$ cat src/rtl/trace_line_arbiter_if.sv
// Handshake bundle between two trace sources, the line arbiter and cpu_checker.
// master: trace sources plus checker side (drive requests and format_type).
// slave: the arbiter (drives ready, checker char and the tagged result).
interface trace_line_arbiter_if;
    logic       req0_valid;
    logic [7:0] req0_char;
    logic       req0_ready;
    logic       req1_valid;
    logic [7:0] req1_char;
    logic       req1_ready;
    logic [7:0] chk_char;
    logic [1:0] chk_format;
    logic       res_valid;
    logic       res_src;
    logic [1:0] res_type;
    logic       res_abort;

    modport master (
        output req0_valid, req0_char, req1_valid, req1_char, chk_format,
        input  req0_ready, req1_ready, chk_char, res_valid, res_src, res_type, res_abort
    );

    modport slave (
        input  req0_valid, req0_char, req1_valid, req1_char, chk_format,
        output req0_ready, req1_ready, chk_char, res_valid, res_src, res_type, res_abort
    );
endinterface

$ cat src/rtl/trace_line_arbiter.sv
// Grants whole '^'..'#' trace lines from two sources round-robin to one cpu_checker; filler 8'h00 otherwise.
// Latency: char 1 cycle to chk_char; result 3 edges after '#' accepted, abort result 1 edge after the stall.
// Backpressure: combinational ready; losing/idle-waiting source held off; LINE_TIMEOUT_EN adds a MAX_LEN cut-off.
module trace_line_arbiter #(
    parameter int MAX_LEN = 64
) (
    input  logic                 clk,
    input  logic                 reset,
    trace_line_arbiter_if.slave  bus
);
    localparam logic [7:0] CH_START = 8'h5E;  // '^'
    localparam logic [7:0] CH_END   = 8'h23;  // '#'

    typedef enum logic [1:0] {
        IDLE  = 2'd0,
        BUSY  = 2'd1,
        WAIT1 = 2'd2,
        WAIT2 = 2'd3
    } state_t;

    state_t     r_state, w_state_nxt;
    logic       r_src, w_src_nxt;
    logic       r_last_grant, w_last_grant_nxt;
    // WAIT2 spans two cycles: first edge captures format_type, second issues the result.
    logic       r_fmt_held, w_fmt_held_nxt;
    logic [1:0] r_fmt, w_fmt_nxt;
    logic [7:0] r_chk_char, w_chk_char_nxt;
    logic       r_res_valid, w_res_valid_nxt;
    logic       r_res_src, w_res_src_nxt;
    logic [1:0] r_res_type, w_res_type_nxt;
    logic       r_res_abort, w_res_abort_nxt;
    logic       w_rdy0, w_rdy1;

    logic       w_cand0, w_cand1, w_win0, w_win1;
    logic       w_src_valid;
    logic [7:0] w_src_char;
    logic       w_timeout;

`ifdef LINE_TIMEOUT_EN
    localparam int LEN_W = $clog2(MAX_LEN + 1);
    logic [LEN_W-1:0] r_len, w_len_nxt;
    assign w_timeout = (r_len == LEN_W'(MAX_LEN));
`else
    assign w_timeout = 1'b0;
`endif

    assign w_cand0 = bus.req0_valid && (bus.req0_char == CH_START);
    assign w_cand1 = bus.req1_valid && (bus.req1_char == CH_START);
    // On a tie the requester that was not granted last time wins.
    assign w_win0  = w_cand0 && (!w_cand1 || r_last_grant);
    assign w_win1  = w_cand1 && (!w_cand0 || !r_last_grant);

    assign w_src_valid = r_src ? bus.req1_valid : bus.req0_valid;
    assign w_src_char  = r_src ? bus.req1_char  : bus.req0_char;

    // Next-state, handshake and registered-output decode for the line FSM.
    always_comb begin
        w_state_nxt      = r_state;
        w_src_nxt        = r_src;
        w_last_grant_nxt = r_last_grant;
        w_fmt_held_nxt   = 1'b0;
        w_fmt_nxt        = r_fmt;
        w_chk_char_nxt   = 8'h00;
        w_res_valid_nxt  = 1'b0;
        w_res_src_nxt    = r_res_src;
        w_res_type_nxt   = r_res_type;
        w_res_abort_nxt  = r_res_abort;
        w_rdy0           = 1'b0;
        w_rdy1           = 1'b0;
`ifdef LINE_TIMEOUT_EN
        w_len_nxt        = r_len;
`endif
        case (r_state)
            IDLE: begin
                // Non-'^' characters are swallowed so a source can resync onto a line start.
                w_rdy0 = !w_cand0 || w_win0;
                w_rdy1 = !w_cand1 || w_win1;
                if (w_win0 || w_win1) begin
                    w_src_nxt        = w_win1;
                    w_last_grant_nxt = w_win1;
                    w_chk_char_nxt   = CH_START;
                    w_state_nxt      = BUSY;
`ifdef LINE_TIMEOUT_EN
                    w_len_nxt        = LEN_W'(1);
`endif
                end
            end
            BUSY: begin
                if (w_timeout || !w_src_valid) begin
                    // A stalled or over-long line can no longer be checked; report it and free the checker.
                    w_res_valid_nxt = 1'b1;
                    w_res_abort_nxt = 1'b1;
                    w_res_type_nxt  = 2'b00;
                    w_res_src_nxt   = r_src;
                    w_state_nxt     = IDLE;
                end else begin
                    w_rdy0         = !r_src;
                    w_rdy1         = r_src;
                    w_chk_char_nxt = w_src_char;
`ifdef LINE_TIMEOUT_EN
                    if (r_len != {LEN_W{1'b1}}) begin
                        w_len_nxt = r_len + LEN_W'(1);
                    end
`endif
                    if (w_src_char == CH_END) begin
                        w_state_nxt = WAIT1;
                    end
                end
            end
            WAIT1: begin
                w_state_nxt = WAIT2;
            end
            WAIT2: begin
                if (!r_fmt_held) begin
                    w_fmt_held_nxt = 1'b1;
                    w_fmt_nxt      = bus.chk_format;
                end else begin
                    w_res_valid_nxt = 1'b1;
                    w_res_abort_nxt = 1'b0;
                    w_res_type_nxt  = r_fmt;
                    w_res_src_nxt   = r_src;
                    w_state_nxt     = IDLE;
                end
            end
            default: begin
                w_state_nxt = IDLE;
            end
        endcase
    end

    // State and output registers; reset drops any line in flight without a result.
    always_ff @(posedge clk or negedge reset) begin
        if (!reset) begin
            r_state      <= IDLE;
            r_src        <= 1'b0;
            r_last_grant <= 1'b1;
            r_fmt_held   <= 1'b0;
            r_fmt        <= 2'b00;
            r_chk_char   <= 8'h00;
            r_res_valid  <= 1'b0;
            r_res_src    <= 1'b0;
            r_res_type   <= 2'b00;
            r_res_abort  <= 1'b0;
`ifdef LINE_TIMEOUT_EN
            r_len        <= '0;
`endif
        end else begin
            r_state      <= w_state_nxt;
            r_src        <= w_src_nxt;
            r_last_grant <= w_last_grant_nxt;
            r_fmt_held   <= w_fmt_held_nxt;
            r_fmt        <= w_fmt_nxt;
            r_chk_char   <= w_chk_char_nxt;
            r_res_valid  <= w_res_valid_nxt;
            r_res_src    <= w_res_src_nxt;
            r_res_type   <= w_res_type_nxt;
            r_res_abort  <= w_res_abort_nxt;
`ifdef LINE_TIMEOUT_EN
            r_len        <= w_len_nxt;
`endif
        end
    end

    // Ready is masked by reset so no handshake can appear while the block is held.
    assign bus.req0_ready = w_rdy0 & reset;
    assign bus.req1_ready = w_rdy1 & reset;
    assign bus.chk_char   = r_chk_char;
    assign bus.res_valid  = r_res_valid;
    assign bus.res_src    = r_res_src;
    assign bus.res_type   = r_res_type;
    assign bus.res_abort  = r_res_abort;
endmodule

$ cat src/flat_wrapper.sv
// flat-port wrapper written by rule: the top's interface ports become plain ports
module trace_line_arbiter_flat 
#(
    parameter int MAX_LEN = 64
)
  (clk, reset, bus_req0_valid, bus_req0_char, bus_req1_valid, bus_req1_char, bus_chk_format, bus_req0_ready, bus_req1_ready, bus_chk_char, bus_res_valid, bus_res_src, bus_res_type, bus_res_abort);
  trace_line_arbiter_if bus_i ();
  input  logic clk;
  input  logic reset;
  input wire logic [$bits(bus_i.req0_valid)-1:0] bus_req0_valid;
  input wire logic [$bits(bus_i.req0_char)-1:0] bus_req0_char;
  input wire logic [$bits(bus_i.req1_valid)-1:0] bus_req1_valid;
  input wire logic [$bits(bus_i.req1_char)-1:0] bus_req1_char;
  input wire logic [$bits(bus_i.chk_format)-1:0] bus_chk_format;
  output wire logic [$bits(bus_i.req0_ready)-1:0] bus_req0_ready;
  output wire logic [$bits(bus_i.req1_ready)-1:0] bus_req1_ready;
  output wire logic [$bits(bus_i.chk_char)-1:0] bus_chk_char;
  output wire logic [$bits(bus_i.res_valid)-1:0] bus_res_valid;
  output wire logic [$bits(bus_i.res_src)-1:0] bus_res_src;
  output wire logic [$bits(bus_i.res_type)-1:0] bus_res_type;
  output wire logic [$bits(bus_i.res_abort)-1:0] bus_res_abort;
  assign bus_i.req0_valid = bus_req0_valid;
  assign bus_i.req0_char = bus_req0_char;
  assign bus_i.req1_valid = bus_req1_valid;
  assign bus_i.req1_char = bus_req1_char;
  assign bus_i.chk_format = bus_chk_format;
  assign bus_req0_ready = bus_i.req0_ready;
  assign bus_req1_ready = bus_i.req1_ready;
  assign bus_chk_char = bus_i.chk_char;
  assign bus_res_valid = bus_i.res_valid;
  assign bus_res_src = bus_i.res_src;
  assign bus_res_type = bus_i.res_type;
  assign bus_res_abort = bus_i.res_abort;
  trace_line_arbiter #(.MAX_LEN(MAX_LEN)) u_core (.clk(clk), .reset(reset), .bus(bus_i));
endmodule
$ cat config.mk
export PLATFORM = sky130hd
export DESIGN_NAME = trace_line_arbiter_flat
export DESIGN_NICKNAME = d
export VERILOG_FILES = /design/src/rtl/trace_line_arbiter_if.sv /design/src/rtl/trace_line_arbiter.sv /design/src/flat_wrapper.sv
export SDC_FILE = /design/constraint.sdc
export NUM_CORES = 1
export LEC_CHECK = 0
export ABC_AREA = 1
export CORE_ASPECT_RATIO = 1.25
export CORE_UTILIZATION = 40
export DETAILED_ROUTE_END_ITERATION = 10
export PLACE_DENSITY = 0.84
export SLEW_MARGIN = 25
export SYNTH_ARGS = -nofsm -noshare
export SYNTH_HDL_FRONTEND = slang
export SYNTH_SLANG_ARGS = --single-unit
$ cat constraint.sdc
create_clock -name clk -period 1.26 [get_ports clk]
set_clock_uncertainty 0.2 [all_clocks]
set_input_delay 0.252 -clock clk [delete_from_list [all_inputs] [get_ports clk]]
set_output_delay 0.252 -clock clk [all_outputs]
set_load 0.02 [all_outputs]
## Word level (Yosys, flattened, before mapping)

Index checks and enable logic that the tools add are counted.

| operators by class | value |
|---|---|
| equal/unequal tests | 10 |
| mux-type cells | 28 |
| bitwise operators | 3 |
| reductions and logical operators | 19 |

Operators with widths:

| operator | number |
|---|---|
| $eq A8 B7 Y1 const B | 2 |
| $mux W8 | 2 |
| $pmux W8 S2 | 1 |
| $mux W2 | 6 |
| $mux W1 | 11 |
| $pmux W1 S2 | 5 |
| $eq A8 B6 Y1 const B | 1 |
| $pmux W2 S4 | 1 |
| $mux W7 | 1 |
| $reduce_and A3 Y1 | 2 |
| $logic_or A1 B1 Y1 | 5 |
| $eq A2 B2 Y1 const B | 2 |
| $logic_and A1 B1 Y1 | 4 |
| $logic_not A1 Y1 | 4 |
| $ne A2 B1 Y1 const B | 2 |
| $pmux W2 S2 | 1 |
| $reduce_and A2 Y1 | 2 |
| $ne A3 B3 Y1 const B | 1 |
| $and A1 B1 Y1 | 2 |
| $eq A2 B1 Y1 const B | 1 |
| $logic_not A2 Y1 | 1 |
| $ne A2 B2 Y1 const B | 1 |
| $reduce_bool A2 Y1 | 1 |
| $not A1 Y1 | 1 |

| storage, ports and cells | value |
|---|---|
| register bits after elaboration | 20 |
| input port bits | 22 |
| output and inout bits | 15 |
| word-level logic and storage cells | 70 |

## Longest topological paths before layout

Gate-level depths: netlist of run 1.

| depth | value |
|---|---|
| depth in word-level cells | 8 |
| mapped depth | 10 |
| gate-level depth less buffers | 9 |

## Worst setup path after synthesis of run 1

OpenSTA, ideal clock, no wires.

| timing path | value |
|---|---|
| kind | register -> output |
| start point | register with a tool-made name |
| end point | output port bus_req1_ready |
| data arrival time | 1113 ps |
| required time | 808 ps |
| slack | -305 ps |
| stages on the path, launching flop included | 6 |
| path buffers | 0 |
| path through | dfrtp_1 -> inv_1 -> nand2_1 -> nor2_1 -> a21oi_1 -> a21oi_1 |

RTL lines:

| item | RTL line | text |
|---|---|---|
| to (decl) | flat_wrapper.sv:16 | `output wire logic [$bits(bus_i.req1_ready)-1:0] bus_req1_ready;` |

## Final worst setup path of run 1

| timing path | value |
|---|---|
| start point | register u_core.r_last_grant |
| end point | output port bus_req0_ready |

| between the ends | value |
|---|---|
| cells in the longest elaborated chain, start to end | 5 |

RTL lines:

| item | RTL line | text |
|---|---|---|
| from (decl) | trace_line_arbiter.sv:23 | `logic r_last_grant, w_last_grant_nxt;` |
| from (signal assigned) | trace_line_arbiter.sv:150 | `r_last_grant <= w_last_grant_nxt;` |
| $logic_or A1 B1 Y1 | trace_line_arbiter.sv:50 | `assign w_win0 = w_cand0 && (!w_cand1 \|\| r_last_grant);` |
| $logic_and A1 B1 Y1 | trace_line_arbiter.sv:50 |  |
| $logic_or A1 B1 Y1 | trace_line_arbiter.sv:76 | `w_rdy0 = !w_cand0 \|\| w_win0;` |
| $pmux W1 S2 | trace_line_arbiter.sv:73 | `case (r_state)` |
| $and A1 B1 Y1 | trace_line_arbiter.sv:165 | `assign bus.req0_ready = w_rdy0 & reset;` |
| to (decl) | flat_wrapper.sv:15 | `output wire logic [$bits(bus_i.req0_ready)-1:0] bus_req0_ready;` |

No other way between the ends.

==> results of run 1 <==
==> sequential cells by signal, summed over array words and instances, names as in the netlist, named ones only <==
name / count
u_core.bus.res_src: 1
u_core.r_fmt_held: 1
u_core.r_state: 1
u_core.r_src: 1
u_core.bus.chk_char: 8
u_core.bus.res_valid: 1
u_core.r_last_grant: 1
u_core.bus.res_abort: 1
u_core.r_fmt: 2
u_core.bus.res_type: 2
==> layer usage <==
metal,GRT usage (%),vias up,wire (um)
li1,-,619,-
met1,33.1,666,1610
met2,53.0,65,2360
met3,7.12,21,202
met4,23.1,0,203
met5,0,-,0
==> power breakdown <==
part	internal, W	total [W]	switching, W
clock network	0.000177	0.000391	0.000214
logic	0.000473	0.000926	0.000453
registers	0.000714	0.000769	0.0000557
==> critical path, cell delays in order (launching register included) <==
cell and delay (ns):
dfstp_2 0.57, inv_2 0.05, nand4_1 0.10, o21ai_2 0.09
a21oi_2 0.13, buf_4 0.15
==> cells in the final DEF (no fill, tap or decap), types with 3 or more instances in the layout <==
cell             count
a21oi_2              4
buf_4               25
buf_6               25
clkbuf_4             3
clkdlybuf4s50_1      3
dfrtp_1             17
dlygate4sd2_1       18
inv_1               16
inv_2                4
nand2_1             29
nand2_2             12
nand2_4             11
nand4_1              4
nor2_1               7
nor2_2               5
nor2_4               7
o21ai_1              8
o21ai_2              6
==> cells by family after synthesis <==
| family | Yosys count | synth area share [%] |
|---|---|---|
| AND/OR/NAND/NOR | 81 | 32.7 |
| buffers and inverters | 26 | 10.4 |
| AO/OA/AOI/OAI | 22 | 10.7 |
| flip-flops | 20 | 46.2 |
==> cells in the mapped netlist, drive strengths merged <==
library cell,instances
a21boi,1
a21oi,5
buf,2
dfrtp,19
dfstp,1
inv,24
nand2,52
nand3,3
nand4,4
nor2,19
nor3,2
o21ai,16
or2,1
==> worst paths after layout <==
| kind | startpoint | endpoint |
|---|---|---|
| min in group clk | bus_req0_char[3] | u_core.bus.chk_char[3] |
| hold / removal | reset | u_core.bus.chk_char[5] |
| setup / recovery | u_core.r_last_grant | bus_req0_ready |
| setup reg to reg | u_core.r_src | u_core.r_state[0] |
| max in group asynchronous | reset | u_core.r_last_grant |
| hold reg to reg | u_core.r_last_grant | u_core.r_last_grant |
==> area by class of cell <==
class | count | area (sq um) | area share, %
repair buffers | 74 | 724 | 34.0
multi-input cells | 103 | 708 | 33.3
flip-flops and latches | 20 | 504 | 23.7
inverters | 24 | 115 | 5.41
well taps | 33 | 41.3 | 1.94
clock buffers | 4 | 36.3 | 1.70
==> what timing repair did <==
| action | CTS | global route |
|---|---|---|
| cloned | 1 | 0 |
| resized for setup | 181 | 31 |
| pin swaps | 35 | 19 |
| setup buffers | 12 | 8 |
| endpoints found under the setup margin | 35 | 35 |
==> metrics by stage <==
step                utilization [%]  TNS [ns]  std cells
floorplan                         -    -0.868        149
global placement               65.4    -12.48        237
detailed placement             65.4    -13.05        237
CTS                            79.0     -4.84        251
global route                   85.1     -8.60        258
finish                         85.1     -6.87        258
==> metrics.csv, run 1 <==
stage,metric,value,unit
sta,slew_headroom,82.6,%
synthesis,yosysWarnings,0,
detailed_routing,via_count,1371,
setup_path,worstPathMaxFanout,2,
synthesis,syn_nets,171,
synthesis,ys_top_cells_by_area,"dfrtp_1 (44%), nand2_1 (18%), inv_1 (7.6%)",
placed_design,dpl_cell_area,1640,sq um
clock_tree,tritoncts,done,
synthesis,avgSynthCellArea,7.29,sq um
clock_tree,numClockSinks,20,
sta,fin_hold_ws,0.130,ns
clock_tree,tritoncts.num_buffers,3,
synthesis,yosysSeqAreaShare,46.2,%
finish,syn2layout_area_growth,96.1,%
setup_path,crit_path_start_kind,flip-flop,
sta,setup_viol,35,
die,rows,20,
setup_path,r2r_cells,11,
clock_tree,clk_pin_slew_worst_paths,0.12,ns
synthesis,yosysUniqueCellTypes,17,
detailed_routing,post_drt_wl_per_cell,17.0,um
global_routing,grt_pass1_vias,1358,
finish,finalInstanceArea,2130,sq um
sta,finalMaxSlewViolations,0,
pwr,p_leak,1.05,nW
placed_design,dp_slack,-1.11,ns
clock_tree,clockBufferDepth,2,
synthesis,synth_seq_cells,20,
sta,rsz0062_at_grt,true,
sta,fmax,540,MHz
sta,final.period_utilization,147,%
clock_tree,postCtsHoldBufs,0,
synthesis,netlist.area_leader.share,43.8,%
synthesis,syn_inst,149,
synthesis,syn_area,1090,sq um
placed_design,hpwl,2140,um
die,core_area,2500,sq um
detailed_routing,drt_iter0_markers,50,
detailed_routing,drcViolationCount,0,
setup_path,r2r_slack,-0.45,ns
clock_tree,htreeDepth,1,
synthesis,synth_top_area_cell,dfrtp_1,
status,violations,setup timing,
finish,final_nets,248,
die,die_h,60.3,um
sta,worst_pin_slew,0.258,ns
global_routing,overflow,0,
clock_tree,root_buffer,clkbuf_4,
global_routing,antenna_found_initial,0,
status,status,"finished, violations left",
placed_design,gp_congestion,0.829,
detailed_routing,postRouteAntennaNets,0,
sta,finalHoldViolations,0,
detailed_routing,routed_via_density,5.31,
finish,fillCellCount,129,
global_routing,grt.total_usage,30.7,%
detailed_routing,wl,4380,um
die,die_x,48.6,um
die,die_area,2930,sq um
job,drv_cap,0,
detailed_routing,dr.pass1.iters,5,
sta,period_needed,1.85,ns
sta,setup_slack,-0.593,ns
setup_path,critPathKind,reg -> out,
pwr,ir_drop,641,uV
min_path,hold_class,in -> async,
finish,n_antenna_cell,0,
pwr,p_total,0.00209,W
placed_design,port_buffers,36,
global_routing,grt_pass1_wl,6470,um
die,ios,37,
finish,drive_gt1_share,53.3,%
setup_path,required,0.81,ns
clock_tree,clock_latency,0.32,ns
global_routing,grt_start_max_net_pins,21,
die,start_util,43.4,%
setup_path,end_kind,primary output,
setup_path,arrival,1.40,ns
pwr,power.density,980,nW/um^2
(Power assumes the default switching activity.)
==> run 2, diff against run 1 <==
--- a/config.mk
+++ b/config.mk
@@ -7,9 +7,10 @@
 export LEC_CHECK = 0
 export ABC_AREA = 1
 export CORE_ASPECT_RATIO = 1.25
-export CORE_UTILIZATION = 40
+export CORE_UTILIZATION = 30
+export CTS_CLUSTER_DIAMETER = 150
 export DETAILED_ROUTE_END_ITERATION = 10
-export PLACE_DENSITY = 0.84
+export PLACE_DENSITY = 0.68
 export SLEW_MARGIN = 25
 export SYNTH_ARGS = -nofsm -noshare
 export SYNTH_HDL_FRONTEND = slang
==> run 2 against run 1 <==
The run still ends with setup timing left. Final cell count is 3.9% higher. Die area is 32% higher. Critical endpoint unchanged. Combinational power is 23% lower. Sequential share of layout area is 2.3 points higher. Critical path depth stayed put. Worst hold slack better by 0.080 ns. Via count is 12% lower.
==> metrics.csv, run 2 (synthesis gave the netlist of run 1 again) <==
stage,metric,value,unit,change
die,die_h,69.3,um,+15%
detailed_routing,dr.pass1.iters,4,,-1
job,drv_cap,0,,unchanged
detailed_routing,post_drt_wl_per_cell,10.7,um,-37%
detailed_routing,routed_via_density,4.53,,-15%
global_routing,overflow,0,,unchanged
finish,syn2layout_area_growth,79.4,%,
setup_path,end_kind,primary output,,
clock_tree,clock_latency,0.25,ns,-0.07 ns
sta,period_needed,1.72,ns,-0.137 ns
placed_design,dpl_cell_area,1700,sq um,+4.1%
global_routing,met2_usage,28.1,%,-25 points
sta,final.period_utilization,136,%,-11 points
clock_tree,numClockSinks,20,,unchanged
detailed_routing,postRouteAntennaNets,0,,unchanged
die,die_x,55.8,um,+15%
finish,final_cell_mix,"nand2_1 (40), buf_4 (39), inv_1 (17)",,
detailed_routing,drcViolationCount,0,,unchanged
setup_path,required,0.81,ns,about the same
clock_tree,tritoncts.num_buffers,3,,unchanged
detailed_routing,drt_iter0_markers,18,,-64%
die,start_util,31.2,%,-12 points
pwr,switching_share,30.7,%,-3.9 points
placed_design,dp_slack,-1.07,ns,+0.0423 ns
setup_path,r2r_slack,-0.30,ns,+0.15 ns
placed_design,port_buffers,36,,unchanged
clock_tree,root_buffer,clkbuf_8,,
setup_path,crit_path_start_kind,flip-flop,,
finish,finalInstanceArea,1950,sq um,-8.5%
finish,n_antenna_cell,0,,unchanged
sta,rsz0062_at_grt,true,,
clock_tree,htreeDepth,1,,unchanged
global_routing,met3_usage,1.12,%,-6.0 points
global_routing,grt_start_max_net_pins,21,,unchanged
sta,finalHoldViolations,0,,unchanged
pwr,p_leak,1.03,nW,-1.5%
global_routing,antenna_found_initial,0,,unchanged
status,violations,setup timing,,
setup_path,cp_slowest_cell,dfstp_2,,
global_routing,grt_most_used_layer,met2,,
placed_design,hpwl,2110,um,-1.5%
global_routing,grt_pass1_vias,1207,,-11%
finish,largest_reg_flops,8,,unchanged
clock_tree,clockBufferDepth,2,,unchanged
setup_path,cp_top_family,flip-flops,,
setup_path,critPathKind,reg -> out,,
setup_path,worstPathMaxFanout,2,,unchanged
pwr,pwr-share-comb,36.8,%,-7.6 points
finish,final_cells,268,,+3.9%
pwr,clkPwrFrac,24.1,%,+5.3 points
min_path,hold_class,in -> async,,
clock_tree,tritoncts,done,,
global_routing,grt.total_usage,15.9,%,-15 points
pwr,p_sw,0.000595,W,-18%
die,rows,24,,+20%
sta,finalMaxSlewViolations,0,,unchanged
sta,slew_headroom,79.2,%,-3.5 points
die,ios,37,,unchanged
pwr,power.density,994,nW/um^2,+1.5%
global_routing,grt_use_met1,19.5,%,-14 points
setup_path,path_buf_inv,2,,unchanged
setup_path,worst_path_largest_cell_delay,0.55,ns,-0.02 ns
placed_design,dpl.cell_count,251,,+5.9%
sta,setup_slack,-0.456,ns,+0.137 ns
finish,final_nets,252,,+1.6%
sta,setup_viol,21,,-40%
pwr,seqPwrFrac,39.1,%,+2.2 points
sta,worst_pin_slew,0.311,ns,+0.0536 ns
setup_path,r2r_start,u_core.r_src,,
finish,drive_gt1_share,48.5,%,-4.9 points
clock_tree,clk_pin_slew_worst_paths,0.07,ns,-0.05 ns
die,die_area,3870,sq um,+32%
pwr,p_int,0.00134,W,-1.6%
sta,fmax,583,MHz,+8.0%
status,status,"finished, violations left",,
finish,utilization,55.9,%,-29 points
global_routing,grt_pass1_wl,5000,um,-23%
setup_path,crit_chain,"inv_2, nand4_1, o21ai_2, a21oi_2, buf_4",,
setup_path,r2r_cells,10,,-1
finish,mostFrequentLayoutCell,nand2_1,,
die,core_area,3480,sq um,+39%
placed_design,gp_congestion,0.859,,+3.6%
setup_path,arrival,1.26,ns,-0.14 ns
pwr,ir_drop,772,uV,+20%
detailed_routing,via_count,1213,,-12%
detailed_routing,wl,2870,um,-35%
run 2: cell count changes in the layout (fill, tap and decap cells not counted), sizes merged:
cell | before | now
clkdlybuf4s15 | 0 | 2
dlygate4sd2 | 18 | 16
buf | 53 | 57
run 2: per-layer routing:
layer	wire [um]	part of all wire [%]	vias up
met4	73	2.5	0
met5	0	0	-
met1	1190	42	549
met2	1470	51	34
met3	129	4.5	7
li1	-	-	623
run 2: area by class of cell:
class                           instances  area (sq um)
Inverter                               24           100
Fill cell                             330          1540
Sequential cell                        20           505
Clock buffer                            4          55.1
Multi-Input combinational cell        103           602
Tap cell                               39          48.8
Timing Repair Buffer                   78           637
run 2: through the flow:
step                      power [W]  TNS, ns  hold slack [ns]
after floorplan             0.00105   -0.868           -0.244
after global placement      0.00136   -12.13            0.256
after detailed placement    0.00138   -12.50            0.263
after CTS                   0.00187    -4.24            0.206
after global routing        0.00205    -5.82            0.241
final                       0.00194    -4.29            0.210
run 2: worst max-delay path by stage:
stage / startpoint / end / slack (ns) / cells past startpoint
6_report: u_core.r_last_grant / bus_req0_ready / -0.46 / 5
3_5_place_dp: bus_req0_char[2] / bus_req1_ready / -1.07 / 7
4_1_cts: u_core.r_last_grant / bus_req0_ready / -0.45 / 5
5_1_grt: u_core.r_last_grant / bus_req0_ready / -0.53 / 5
3_3_place_gp: bus_req0_char[2] / bus_req0_ready / -1.05 / 7
2_1_floorplan: u_core.r_src / bus_req1_ready / -0.18 / 6
run 2: repair_timing:
item | CTS | global route
pin swaps | 34 | 10
gates resized for setup | 134 | 21
setup buffers | 12 | 5
hold buffers | 0 | 0
endpoints found under the setup margin | 35 | 26
cloned | 1 | 0
run 2: power by group through the flow:
| stage | Combinational [W] | Clock (W) | Sequential, W |
|---|---|---|---|
| after CTS | 0.000638 | 0.000480 | 0.000752 |
| after detailed placement | 0.000615 | 0 | 0.000762 |
| after global placement | 0.000600 | 0 | 0.000761 |
| after floorplan | 0.000216 | 0 | 0.000830 |
| final | 0.000712 | 0.000467 | 0.000758 |
| after global routing | 0.000771 | 0.000508 | 0.000770 |
==> run 3, diff against run 2 <==
--- a/config.mk
+++ b/config.mk
@@ -9,8 +9,10 @@
 export CORE_ASPECT_RATIO = 1.25
 export CORE_UTILIZATION = 30
 export CTS_CLUSTER_DIAMETER = 150
+export CTS_CLUSTER_SIZE = 14
 export DETAILED_ROUTE_END_ITERATION = 10
 export PLACE_DENSITY = 0.68
+export SETUP_SLACK_MARGIN = 0.2
 export SLEW_MARGIN = 25
 export SYNTH_ARGS = -nofsm -noshare
 export SYNTH_HDL_FRONTEND = slang
==> run 3 against run 2 <==
The flow still finishes with violations (setup timing). Power is 0.86% higher. Non-clock buffer count shrank 1. Die area did not move. Final cell count is 0.37% lower. Worst setup slack lost 0.085 ns. Count of clock-buffer cells in the layout stayed put. Cell area increased by 5.1%. Via count down 1.2%. First-iteration DRC count rose by 67%. Routed wire length rose by 6.7%. Worst hold slack worse by 0.028 ns. Core utilization grew 2.9 points. Largest cell class unchanged.
==> metrics.csv, run 3 (synthesis gave the netlist of run 1 again) <==
stage,metric,value,unit,change
status,status,"finished, violations left",,
status,violations,setup timing,,
sta,rsz0062_at_grt,true,,
finish,largest_reg_flops,8,,unchanged
placed_design,hpwl,2110,um,about the same
finish,final_cells,267,,-0.37%
pwr,power.density,954,nW/um^2,-4.1%
detailed_routing,post_drt_wl_per_cell,11.5,um,+7.1%
finish,final_cell_mix,"nand2_1 (38), buf_4 (30), buf_6 (25)",,
placed_design,dpl.cell_count,249,,-0.80%
setup_path,arrival,1.35,ns,+0.09 ns
sta,final.period_utilization,143,%,+6.8 points
clock_tree,clockBufferDepth,2,,unchanged
sta,period_needed,1.80,ns,+0.0852 ns
detailed_routing,postRouteAntennaNets,0,,unchanged
clock_tree,tritoncts,done,,
placed_design,dpl_cell_area,1690,sq um,-0.88%
clock_tree,tritoncts.num_buffers,3,,unchanged
clock_tree,root_buffer,clkbuf_8,,
pwr,p_leak,1.01,nW,-1.7%
pwr,switching_share,31.4,%,+0.69 points
clock_tree,postCtsHoldBufs,0,,unchanged
die,die_area,3870,sq um,unchanged
finish,final_nets,251,,-0.40%
setup_path,end_kind,primary output,,
min_path,hold_class,in -> async,,
detailed_routing,drt_iter0_markers,30,,+12
pwr,clkPwrFrac,20.6,%,-3.5 points
detailed_routing,routed_via_density,4.49,,-0.87%
clock_tree,clock_latency,0.25,ns,about the same
die,die_h,69.3,um,unchanged
global_routing,overflow,0,,unchanged
finish,mostFrequentLayoutCell,nand2_1,,
setup_path,r2r_slack,-0.40,ns,-0.10 ns
finish,utilization,58.8,%,+2.9 points
detailed_routing,dr.pass1.iters,4,,unchanged
setup_path,required,0.81,ns,about the same
placed_design,gp_congestion,0.829,,-3.4%
placed_design,port_buffers,36,,unchanged
global_routing,grt_pass1_wl,4680,um,-6.3%
sta,setup_slack,-0.541,ns,-0.0852 ns
setup_path,critPathKind,reg -> out,,
die,ios,37,,unchanged
setup_path,r2r_cells,11,,+1
detailed_routing,via_count,1198,,-1.2%
pwr,ir_drop,836,uV,+8.3%
die,start_util,31.2,%,unchanged
finish,n_antenna_cell,0,,unchanged
sta,finalMaxSlewViolations,0,,unchanged
global_routing,grt_start_max_net_pins,21,,unchanged
sta,setup_viol,22,,+4.8%
die,die_x,55.8,um,unchanged
detailed_routing,wl,3060,um,+6.7%
setup_path,cp-startpoint,u_core.r_last_grant,,
setup_path,crit_path_start_kind,flip-flop,,
die,core_area,3480,sq um,unchanged
detailed_routing,drcViolationCount,0,,unchanged
setup_path,r2r_start,u_core.r_src,,
clock_tree,numClockSinks,20,,unchanged
global_routing,grt.total_usage,15.1,%,-0.81 points
setup_path,worstPathMaxFanout,2,,unchanged
sta,fin_hold_ws,0.182,ns,-0.0278 ns
global_routing,antenna_found_initial,0,,unchanged
pwr,p_int,0.00134,W,-0.15%
sta,finalHoldViolations,0,,unchanged
global_routing,grt_pass1_vias,1163,,-3.6%
sta,slew_headroom,79.7,%,+0.54 points
sta,fmax,555,MHz,-4.7%
sta,worst_pin_slew,0.303,ns,-0.00813 ns
setup_path,worstReg2RegEnd,u_core.r_state[0],,
pwr,seqPwrFrac,39.2,%,about the same
sta,finalSetupTns,-5.19,ns,-0.902 ns
finish,syn2layout_area_growth,88.6,%,
job,drv_cap,0,,unchanged
clock_tree,htreeDepth,1,,unchanged
pwr,pwr-share-comb,40.2,%,+3.4 points
clock_tree,clk_pin_slew_worst_paths,0.07,ns,about the same
finish,drive_gt1_share,51.8,%,+3.3 points
pwr,p_sw,0.000614,W,+3.1%
finish,finalInstanceArea,2050,sq um,+5.1%
die,rows,24,,unchanged
## run 3: cell types whose count changed in the layout (fill, tap and decap cells not counted), moves of 3 or more
cell,previous run,this run
inv_1,17,13
inv_2,5,8
nor2_2,9,5
buf_4,39,30
o21ai_1,6,9
clkdlybuf4s15_1,2,6
nor2_4,2,7
buf_2,9,0
clkbuf_2,0,5
buf_6,7,25
dlygate4sd2_1,16,7
## run 3: power by group through the flow
stage / sequential (W) / clock (W) / combinational [W]
after floorplan: 0.000830 / 0 / 0.000216
after global placement: 0.000762 / 0 / 0.000595
after detailed placement: 0.000760 / 0 / 0.000606
after CTS: 0.000767 / 0.000417 / 0.000730
after global routing: 0.000773 / 0.000441 / 0.000840
final: 0.000767 / 0.000402 / 0.000784
## run 3: worst max-delay path by stage
stage	endpoint	cells past startpoint
2_1_floorplan	bus_req1_ready	6
3_3_place_gp	bus_req0_ready	7
3_5_place_dp	bus_req1_ready	7
4_1_cts	bus_req0_ready	5
5_1_grt	bus_req0_ready	5
6_report	bus_req0_ready	5
## run 3: area by class of cell
cell class                 instances  area (sq um)
sequential                        20           504
inverter                          24           113
multi-input combinational        103           634
tap                               39          48.8
clock buffer                       4          45.0
timing repair buffer              77           703
fill                             312          1440
## run 3: timing repair
action,4_1_cts,5_1_grt
resized for setup,175,33
setup endpoints to repair,35,35
pin swaps,22,13
setup buffers,11,3
cloned,0,0
## run 3: stage by stage
step / setup slack (ns) / total power, W
after floorplan: -0.180 / 0.00105
after global placement: -1.04 / 0.00136
after detailed placement: -1.08 / 0.00137
after CTS: -0.476 / 0.00191
after global routing: -0.594 / 0.00205
final: -0.541 / 0.00195
## run 3: metal layers
layer  share of wire [%]  GRT usage (%)  vias to the layer above
met5                   0              0                        -
met4                 1.9           6.50                        0
met3                 4.0          0.933                        6
met2                  52           28.0                       32
met1                  42           17.9                      539
li1                    -              -                      621
## run 3: critical path, cell delays in order (launching register included)
cell and delay, ns:
dfstp_2 0.55, inv_2 0.05, nand4_1 0.12, o21ai_2 0.10
a21oi_2 0.15, buf_6 0.13
